$ cat src/rtl/reg_scoreboard.sv
// Pending-write scoreboard for long-latency results (loads, mul, div).
// Stalls issue on RAW/WAW/capacity hazards and clears entries on writeback.

module reg_scoreboard_entry (
    input  logic clk,
    input  logic rst_n,
    input  logic flush,
    input  logic set,
    input  logic clr,
    output logic pend
);
    // Flush beats everything; a set beats a clear of the same register.
    always_ff @(posedge clk or negedge rst_n) begin
        if (!rst_n)     pend <= 1'b0;
        else if (flush) pend <= 1'b0;
        else if (set)   pend <= 1'b1;
        else if (clr)   pend <= 1'b0;
    end
endmodule

module reg_scoreboard #(
    parameter  int REG_ID_WIDTH    = 5,
    parameter  int NUM_REGS        = 32,
    parameter  int MAX_OUTSTANDING = 4,
    localparam int CW              = $clog2(MAX_OUTSTANDING + 1)
) (
    input  logic                    clk,
    input  logic                    rst_n,
    input  logic                    issue_valid,
    input  logic                    issue_long,
    input  logic                    issue_reg_write,
    input  logic [REG_ID_WIDTH-1:0] issue_dest,
    input  logic [REG_ID_WIDTH-1:0] issue_src1,
    input  logic [REG_ID_WIDTH-1:0] issue_src2,
    input  logic                    issue_use1,
    input  logic                    issue_use2,
    input  logic                    wb_valid,
    input  logic [REG_ID_WIDTH-1:0] wb_dest,
    input  logic                    flush,
    output logic                    stall,
    output logic                    issue_fire,
    output logic [NUM_REGS-1:0]     pending,
    output logic [CW-1:0]           outstanding
);
    logic          eff_src1, eff_src2, eff_dest;
    logic          raw_haz, waw_haz, cap_haz;
    logic          dest_nz, long_write, wb_hit, set_en;
    logic [CW-1:0] out_base;

    // A writeback landing this cycle hides its register from hazard checks.
    assign eff_src1 = pending[issue_src1] && !(wb_valid && wb_dest == issue_src1);
    assign eff_src2 = pending[issue_src2] && !(wb_valid && wb_dest == issue_src2);
    assign eff_dest = pending[issue_dest] && !(wb_valid && wb_dest == issue_dest);

    assign dest_nz    = issue_dest != '0;
    assign long_write = issue_long && issue_reg_write && dest_nz;
    assign wb_hit     = wb_valid && (wb_dest != '0) && pending[wb_dest];
    assign out_base   = outstanding - CW'(wb_hit);

    assign raw_haz = (issue_use1 && issue_src1 != '0 && eff_src1) ||
                     (issue_use2 && issue_src2 != '0 && eff_src2);
    assign waw_haz = issue_reg_write && dest_nz && eff_dest;
    assign cap_haz = long_write && (out_base == CW'(MAX_OUTSTANDING));

    assign stall      = issue_valid && !flush && (raw_haz || waw_haz || cap_haz);
    assign issue_fire = issue_valid && !stall;
    assign set_en     = issue_fire && long_write && !flush;

    assign pending[0] = 1'b0;

    for (genvar r = 1; r < NUM_REGS; r++) begin : g_ent
        reg_scoreboard_entry u_ent (
            .clk   (clk),
            .rst_n (rst_n),
            .flush (flush),
            .set   (set_en && (issue_dest == REG_ID_WIDTH'(r))),
            .clr   (wb_hit && (wb_dest == REG_ID_WIDTH'(r))),
            .pend  (pending[r])
        );
    end

    // Set and clear of the same register cancel out in the count.
    always_ff @(posedge clk or negedge rst_n) begin
        if (!rst_n)     outstanding <= '0;
        else if (flush) outstanding <= '0;
        else            outstanding <= outstanding + CW'(set_en) - CW'(wb_hit);
    end

    a_cnt_max: assert property (@(posedge clk) disable iff (!rst_n)
        outstanding <= CW'(MAX_OUTSTANDING));
    a_cnt_pop: assert property (@(posedge clk) disable iff (!rst_n)
        $countones(pending) == int'(outstanding));
endmodule

$ cat config.mk
export PLATFORM = sky130hd
export DESIGN_NAME = reg_scoreboard
export DESIGN_NICKNAME = d
export VERILOG_FILES = /design/src/rtl/reg_scoreboard.sv
export SDC_FILE = /design/constraint.sdc
export NUM_CORES = 1
export LEC_CHECK = 0
export BUFFER_PORTS_ARGS = -buffer_cell sky130_fd_sc_hd__buf_2
export CAP_MARGIN = 20
export CORE_MARGIN = 1.5
export CORE_UTILIZATION = 35
export CTS_CLUSTER_SIZE = 30
export DETAILED_ROUTE_END_ITERATION = 6
export PLACE_DENSITY = 0.53
export SYNTH_ARGS = -nofsm -noshare
export SYNTH_HDL_FRONTEND = slang
export SYNTH_SLANG_ARGS = --single-unit
$ cat constraint.sdc
create_clock -name clk -period 6 [get_ports clk]
set_input_delay 1.2 -clock clk [delete_from_list [all_inputs] [get_ports clk]]
set_output_delay 1.2 -clock clk [all_outputs]
set_load 0.05 [all_outputs]
; ---- After elaboration in Yosys (flattened, before gate mapping)
; Index checks and enable logic that the tools add are counted.
[op_classes]
muxes = 102
n_addsub = 3
order_cmp = 4
eq_ne = 66
reduce_logical = 127
[ops]
columns = op, count
row1 = 5-bit equality test (second input constant), 32
row2 = 1-bit two-way mux, 97
row3 = 3-bit nonzero test, 31
row4 = 1-bit logical AND, 84
row5 = 5-bit by 4-bit equality test with 1-bit output (second input constant), 16
row6 = 5-bit by 3-bit equality test with 1-bit output (second input constant), 8
row7 = 5-bit by 6-bit < comparator with 1-bit output (second input constant), 4
row8 = 1-bit binary-select mux with 5-bit select, 4
row9 = 5-bit by 2-bit equality test with 1-bit output (second input constant), 4
row10 = 5-bit nonzero test, 4
row11 = 5-bit equality test, 3
row12 = 5-bit by 1-bit equality test with 1-bit output (second input constant), 2
row13 = 3-bit by 1-bit subtractor with 3-bit output, 2
row14 = 1-bit logical NOT, 5
row15 = 3-bit by 1-bit adder with 3-bit output, 1
row16 = 3-bit equality test (second input constant), 1
row17 = 1-bit logical OR, 3
row18 = 3-bit two-way mux, 1
[totals]
ff_bits = 34
input_bits = 29
word_cells = 334
output_inout_bits = 37

; ---- Logic depth before layout (Yosys ltp)
; Gate-level depths: netlist of run 1.
[depth]
word_depth = 16
mapped_depth = 19
mapped_depth_nobuf = 17

; ---- Cells and area by module
; Synthesis of run 1 repeated with hierarchy kept, for this count alone.
[hier_totals]
cells_unflattened = 395
hier_area_um2 = 3692.3
[by_module_without_submodules]
columns = mod, n_inst, cells_each, area_per_inst_um2, seq_area_each_um2
row1 = reg_scoreboard, 1, 271, 2334.7, 75.1
row2 = reg_scoreboard_entry, 31, 4, 43.8, 25.0

; ---- Worst setup path before layout of run 1
; OpenSTA, ideal clock, no wires.
[synth_path]
kind = input to output
startpoint = input port wb_dest[0]
endpoint = output port stall
path_slack_ns = 0.465
cell_stages = 9
t_required_ns = 4.800
path_buffers = 2
arrival_ns = 4.335
cell_sequence = buf_2 > clkbuf_1 > mux4_2 > mux4_2 > o211a_1 > ha_1 > xor2_1 > nand4_1 > a31oi_1
[synth_via]
elab_chain_len = 9
word_cells_on_any_way = 27
classes_between = add/sub (1) / eq/ne (4) / mux (2) / reduce/logical (20)
[synth_lines]
columns = item, line_no
row1 = "start, declared", 38  ; input logic [REG_ID_WIDTH-1:0] wb_dest,
row2 = "parallel branches: the longest is 7 deep, another holds 3-bit by 1-bit subtractor with 3-bit output", n/a
row3 = 1-bit logical OR (*), 65  ; assign stall = issue_valid && !flush && (raw_haz || waw_haz || cap_haz);
row4 = 1-bit logical AND (*), 65
row5 = "end, declared", 40  ; output logic stall,
; Every way passes the cells marked *. The select of a mux whose other input is x is not followed.

; ---- Worst setup path in the final report of run 1
[layout_path]
startpoint = input port wb_dest[0]
endpoint = output port issue_fire
[layout_via]
elab_chain_len = 11
word_cells_on_any_way = 29
classes_between = add/sub (1) / eq/ne (4) / mux (2) / reduce/logical (22)
[layout_lines]
columns = item, line_no
row1 = "parallel branches: the longest is 7 deep, another holds 3-bit by 1-bit subtractor with 3-bit output", n/a
row2 = 1-bit logical OR (*), 65
row3 = 1-bit logical AND (*), 65
row4 = 1-bit logical NOT (*), 66  ; assign issue_fire = issue_valid && !stall;
row5 = 1-bit logical AND (*), 66
row6 = "end, declared", 41  ; output logic issue_fire,
; Marks and branches as above.

==> results of run 1 <==
cell usage after synthesis (4+ instances only):
master | count | area share (%)
mux4_2 | 21 | 13
buf_4 | 34 | 7.0
xnor2_1 | 4 | 0.96
dfrtp_1 | 34 | 23
nor2b_1 | 34 | 5.8
inv_1 | 8 | 0.83
o41ai_2 | 19 | 8.5
mux4_1 | 5 | 3.6
buf_1 | 4 | 0.41
mux2_2 | 4 | 1.2
xor2_1 | 14 | 3.4
nand3_1 | 14 | 1.9
mux2i_1 | 11 | 3.0
o31ai_1 | 10 | 2.1
nand3b_1 | 12 | 2.5
nor2_1 | 7 | 0.72
nand2b_1 | 5 | 0.86
o41ai_1 | 4 | 0.96
o21ai_0 | 27 | 3.7
nand2_1 | 19 | 2.0
a31oi_1 | 6 | 1.0
clkbuf_1 | 16 | 1.7
report_power, final:
group | internal [mW] | leakage (nW) | switching [mW]
sequential | 0.232 | 0.473 | 0.00442
combinational | 0.0442 | 1.19 | 0.100
clock | 0.0926 | 0.0482 | 0.0836
total | 0.369 | 1.71 | 0.189
cell families (layout without fill, tap and decap cells):
group / after synthesis / after routing
xor+xnor: 18 / 18
flops: 34 / 34
fa+ha+maj: 4 / 4
other cells: 1 / 1
buf+inv: 70 / 84
compound gates: 78 / 78
simple gates: 110 / 110
mux: 43 / 43
placed cells by master, fill, tap and decap left out, types with 4 or more instances in the layout:
| cell type | n |
|---|---|
| nor2b_1 | 34 |
| a31oi_1 | 6 |
| o41ai_2 | 19 |
| nand2b_1 | 5 |
| mux4_2 | 21 |
| buf_2 | 64 |
| mux2_2 | 4 |
| nor2_1 | 7 |
| o21ai_0 | 27 |
| dfrtp_1 | 34 |
| clkbuf_8 | 6 |
| xor2_1 | 14 |
| mux2i_1 | 11 |
| nand3_1 | 14 |
| o41ai_1 | 4 |
| nand3b_1 | 12 |
| inv_1 | 8 |
| mux4_1 | 5 |
| nand2_1 | 19 |
| o31ai_1 | 10 |
| xnor2_1 | 4 |
area by class of cell:
type | instances | area, um2
clock buffer | 7 | 86.3
timing repair buffer | 67 | 343
multi-input combinational | 254 | 2360
inverter | 9 | 33.8
clock inverter | 1 | 5.00
fill | 1043 | 6340
sequential | 34 | 851
tap | 136 | 170
routing by layer:
metal / vias to the layer above / track usage [%]
met2: 146 / 34.1
met3: 25 / 2.74
met4: 0 / 8.22
met1: 1610 / 28.2
li1: 1350 / -
met5: - / 0
per-stage QoR:
stage | utilization, % | setup slack, ps
4_1_cts | 37.8 | 767
2_1_floorplan | - | 465
6_report | 37.8 | 757
3_3_place_gp | 36.9 | 849
3_5_place_dp | 36.9 | 767
5_1_grt | 37.8 | 652
worst max-delay path, delay by kind of cell:
kind / cells / cell delay, ps
AND/OR/NAND/NOR: 3 / 510
adder cells (fa/ha/maj): 1 / 200
XOR/XNOR: 1 / 170
buffers and inverters: 2 / 570
multiplexers: 2 / 1020
AO/OA/AOI/OAI: 2 / 360
state kept, by name, indices dropped and copies added (netlist names):
name              flops
outstanding           3
g_ent.u_ent.pend     31
how the worst max path moves through the flow:
stage / start / to / slack, ps / depth (start not counted)
2_1_floorplan: wb_dest[0] / stall / 460 / 9
3_3_place_gp: wb_dest[0] / issue_fire / 850 / 11
3_5_place_dp: wb_dest[0] / issue_fire / 770 / 11
4_1_cts: wb_dest[0] / issue_fire / 770 / 11
5_1_grt: wb_dest[0] / issue_fire / 650 / 11
6_report: wb_dest[0] / issue_fire / 760 / 11
==> results_dict.tcl, run 1 <==
set metrics [dict create \
    ctsResizeCount 0 \
    portBuffers 64 \
    clk_latency_ps 280 \
    cp.arrival_ps 4040 \
    final_hold_viol_count 0 \
    die_x_um 105 \
    synthMuxAreaShare_pct 21.6 \
    reg2reg_from "g_ent[15].u_ent.pend$_DFFE_PN0P_" \
    worstSetupPathType "in2out" \
    power_density_nw_per_um2 145 \
    synth-edff-count 0 \
    cts_buffers 5 \
    period_share_pct 87.4 \
    hold_ws_ps 657 \
    grt.total_usage_pct 21.0 \
    drv_slew 0 \
    die_y_um 105 \
    status "finished clean" \
    viasPerCell 6.16 \
    post_cts_buffers 0 \
    wirelength_um 11400 \
    num_vias 3131 \
    cp.required_ps 4800 \
    cap_violations 0 \
    yosysSeqAreaShare_pct 23.4 \
    hp-class "reg2reg" \
    path_max_fanout 17 \
    fin_tns_setup_ps 0 \
    end_kind "output pin" \
    r2r_slack_ps 2230 \
    root_buffer "clkbuf_8" \
    rsz0062_at_grt "false" \
    antenna_found_initial 0 \
    place_inst 500 \
    vdd_drop_max_uv 74.3 \
    setup_viol 0 \
    synthCells 358 \
    synth_top_family_by_area "multiplexers" \
    clock_sinks 34 \
    dr_wl_met3_um 659 \
    met1_length_um 4920 \
    insertedDiodeCount 0 \
    drive_gt1_share_pct 33.1 \
    ys_types 54 \
    synth-simple-area-share_pct 18.0 \
    post_drt_wl_per_cell_um 22.4 \
    synth-seq-cells 34 \
    routed.top_layer "met4" \
    ctsHtreeMaxLevel 2 \
    core-area_um2 10200 \
    clk_pin_slew_worst_paths_ps 70 \
    ys_async_sr_fraction_pct 100 \
    placed_cell_area_um2 3760 \
    cpPeakStageDelay_ps 560 \
    min_path_cells 2 \
    fin_crit_ps 5240 \
    whs_endpoint "g_ent[28].u_ent.pend$_DFFE_PN0P_" \
    grt-ovfl-total 0 \
    fmax_mhz 191 \
    synth_area_um2 3640 \
    drt_first_pass_iters 5 \
    synth_compound_area_share_pct 19.2 \
    gp_routability_congestion 0.885 \
    die_area_um2 11000 \
    start_kind "input port" \
    hold_start "g_ent[28].u_ent.pend$_DFFE_PN0P_" \
    fin_area_um2 3850 \
    cts_tree "done" \
    top_level_ports 66 \
    r2r-end "outstanding[2]$_DFF_PN0_" \
    syn_nets 391 \
    drt_iter0_drc 357 \
    wl_met2_um 5510 \
    path_cells "buf_2 -> mux4_2 -> mux4_2 -> nand2b_1 -> o211a_1 -> ha_1 -> xor2_1 -> nand4_1 -> and3_1 -> a22o_1 -> buf_2" \
    synthFlopType "dfrtp_1" \
    final_antenna_net_count 0 \
    synth_area_per_cell_um2 10.2 \
    skew_ps 3.46 \
    flow.area_growth_from_synthesis_pct 5.81 \
    drc 0 \
    synth-xor-area-share_pct 4.33 \
    power_mw 0.558 \
    instances_no_fill 508 \
    grt_pass1_wl_um 17900 \
    rows 37 \
    tightest_slew_ps 786 \
    reg2regPathDepth 15 \
    final_nets 404 \
    grt_max_degree 37 \
    start_util_pct 35.7 \
    dp_hpwl_um 7980 \
    cts_buffer_depth 2 \
    cts_hold_buf 0 \
    synthAdderAreaFrac_pct 1.58 \
    max-slew-margin-rel_pct 47.6 \
    crit_path_top_delay_cell "mux4_2" \
    yosys_warnings 0 \
    grt_pass1_vias 3102 \
    p_leak_nw 1.71 \
]
Power figures use the tool's default switching activity.
==> run 2: changes to the inputs <==
RECOVER_POWER = 50   (was default)
==> results_dict.tcl, run 2 (synthesis results as in run 1) <==
set metrics [dict create \
    status "finished, violations left" \
    violations "max-capacitance violations, max-slew violations" \
    final_hold_viol_count 0 \
    instances_no_fill 508 \
    dr_wl_met3_um 823 \
    fin_util_pct 37.6 \
    clock_power_share_pct 31.6 \
    path_delay_family "multiplexers" \
    setup_viol 0 \
    grt.total_usage_pct 21.0 \
    place_inst 500 \
    drive_gt1_share_pct 28.0 \
    vdd_drop_max_uv 74.4 \
    cp.arrival_ps 4050 \
    cts_tree "done" \
    die_y_um 105 \
    end_kind "output pin" \
    path_buf_inv 2 \
    power_density_nw_per_um2 146 \
    die_x_um 105 \
    path_max_fanout 17 \
    fmax_mhz 190 \
    path_cells "buf_2 -> mux4_2 -> mux4_2 -> nand2b_1 -> o211a_1 -> ha_1 -> xor2_1 -> nand4_1 -> and3_1 -> a22o_1 -> buf_2" \
    portBuffers 64 \
    pre_cts_slack_ps 767 \
    drv_slew 35 \
    final_common_cell "buf_2" \
    routed.top_layer "met4" \
    antenna_found_initial 0 \
    p_switching_mw 0.189 \
    reg_top3 "g_ent.u_ent.pend x31, outstanding x3" \
    grt_max_degree 37 \
    cts_buffer_depth 2 \
    p_int_mw 0.368 \
    rsz0062_at_grt "false" \
    p_sw_share_pct 33.9 \
    layout_setup_ws_ps 748 \
    drc 0 \
    top_level_ports 66 \
    cpPeakStageDelay_ps 560 \
    skew_ps 3.04 \
    final_antenna_net_count 0 \
    ctsHtreeMaxLevel 2 \
    dp_hpwl_um 7980 \
    met1_length_um 4810 \
    period_share_pct 87.5 \
    clk_latency_ps 280 \
    start_kind "input port" \
    share_comb_of_total_power_pct 25.9 \
    clock_sinks 34 \
    worstSetupPathType "in2out" \
    clk_pin_slew_worst_paths_ps 70 \
    cts_buffers 5 \
    grt-ovfl-total 0 \
    hold_ws_ps 670 \
    drt_iter0_drc 386 \
    rows 37 \
    top_register "g_ent.u_ent.pend" \
    wl_met2_um 5550 \
    start_util_pct 35.7 \
    drt_first_pass_iters 4 \
    p_leak_nw 1.63 \
    max-slew-margin-rel_pct -29.1 \
    flow.area_growth_from_synthesis_pct 5.16 \
    ctsResizeCount 0 \
    fin_tns_setup_ps 0 \
    num_vias 3117 \
    core-area_um2 10200 \
    cts_hold_buf 0 \
    grt_pass1_wl_um 17900 \
    n_fill_cell 1048 \
    root_buffer "clkbuf_8" \
    largest_register_ffs 31 \
    crit_path_top_delay_cell "mux4_2" \
    post_drt_wl_per_cell_um 22.6 \
    tightest_slew_ps 1940 \
    fin_crit_ps 5250 \
    insertedDiodeCount 0 \
    wirelength_um 11500 \
    hp-class "reg2reg" \
    gp_routability_congestion 0.885 \
    grt_pass1_vias 3102 \
    die_area_um2 11000 \
    mostFrequentLayoutCells "45 x buf_2, 34 x nor2b_1, 34 x dfrtp_1" \
    final_nets 404 \
    post_cts_buffers 0 \
    viasPerCell 6.14 \
    cap_violations 1 \
    cp.required_ps 4800 \
    power_frac_seq_pct 42.5 \
]
-- run 2: worst min-delay path, stage by stage, from the launching register on --
cell	delay, ps
dfrtp_1	370
ha_1	150
nor2b_1	110
-- run 2: routing by layer --
layer  GRT usage (%)  vias to the layer above
met2            34.1                      150
met4            8.22                        0
met3            2.74                       19
li1                -                     1347
met1            28.2                     1601
met5               0                        -
-- run 2: path summary, 6_finish.rpt --
kind	start	to	slack, ps	cells after the start
max reg2reg	g_ent[15].u_ent.pend$_DFFE_PN0P_	outstanding[2]$_DFF_PN0_	2220	15
min in group asynchronous	rst_n	outstanding[2]$_DFF_PN0_	1450	1
min	outstanding[0]$_DFF_PN0_	outstanding[0]$_DFF_PN0_	670	2
max in group asynchronous	rst_n	g_ent[9].u_ent.pend$_DFFE_PN0P_	3440	1
min reg2reg	outstanding[0]$_DFF_PN0_	outstanding[0]$_DFF_PN0_	670	2
max	wb_dest[0]	issue_fire	750	11
-- run 2: metrics by stage --
stage,cell area (um2),power (mW)
floorplan,3640,0.342
global placement,3760,0.383
detailed placement,3760,0.385
CTS,3850,0.563
global route,3820,0.585
finish,3820,0.557
-- run 2: power by group through the flow --
| stage | logic [mW] | registers (mW) | clock network, mW |
|---|---|---|---|
| detailed placement | 0.144 | 0.241 | 0 |
| floorplan | 0.0930 | 0.249 | 0 |
| CTS | 0.144 | 0.237 | 0.182 |
| global placement | 0.142 | 0.241 | 0 |
| global route | 0.154 | 0.237 | 0.194 |
| finish | 0.144 | 0.237 | 0.176 |
-- run 2: area by class of cell --
cell class | count | area, um2 | share of cell area [%]
clock buffers | 7 | 86.3 | 2.26
multi-input cells | 254 | 2360 | 61.7
flip-flops and latches | 34 | 851 | 22.2
clock inverters | 1 | 5.00 | 0.131
repair buffers | 67 | 319 | 8.34
well taps | 136 | 170 | 4.45
inverters | 9 | 33.8 | 0.883
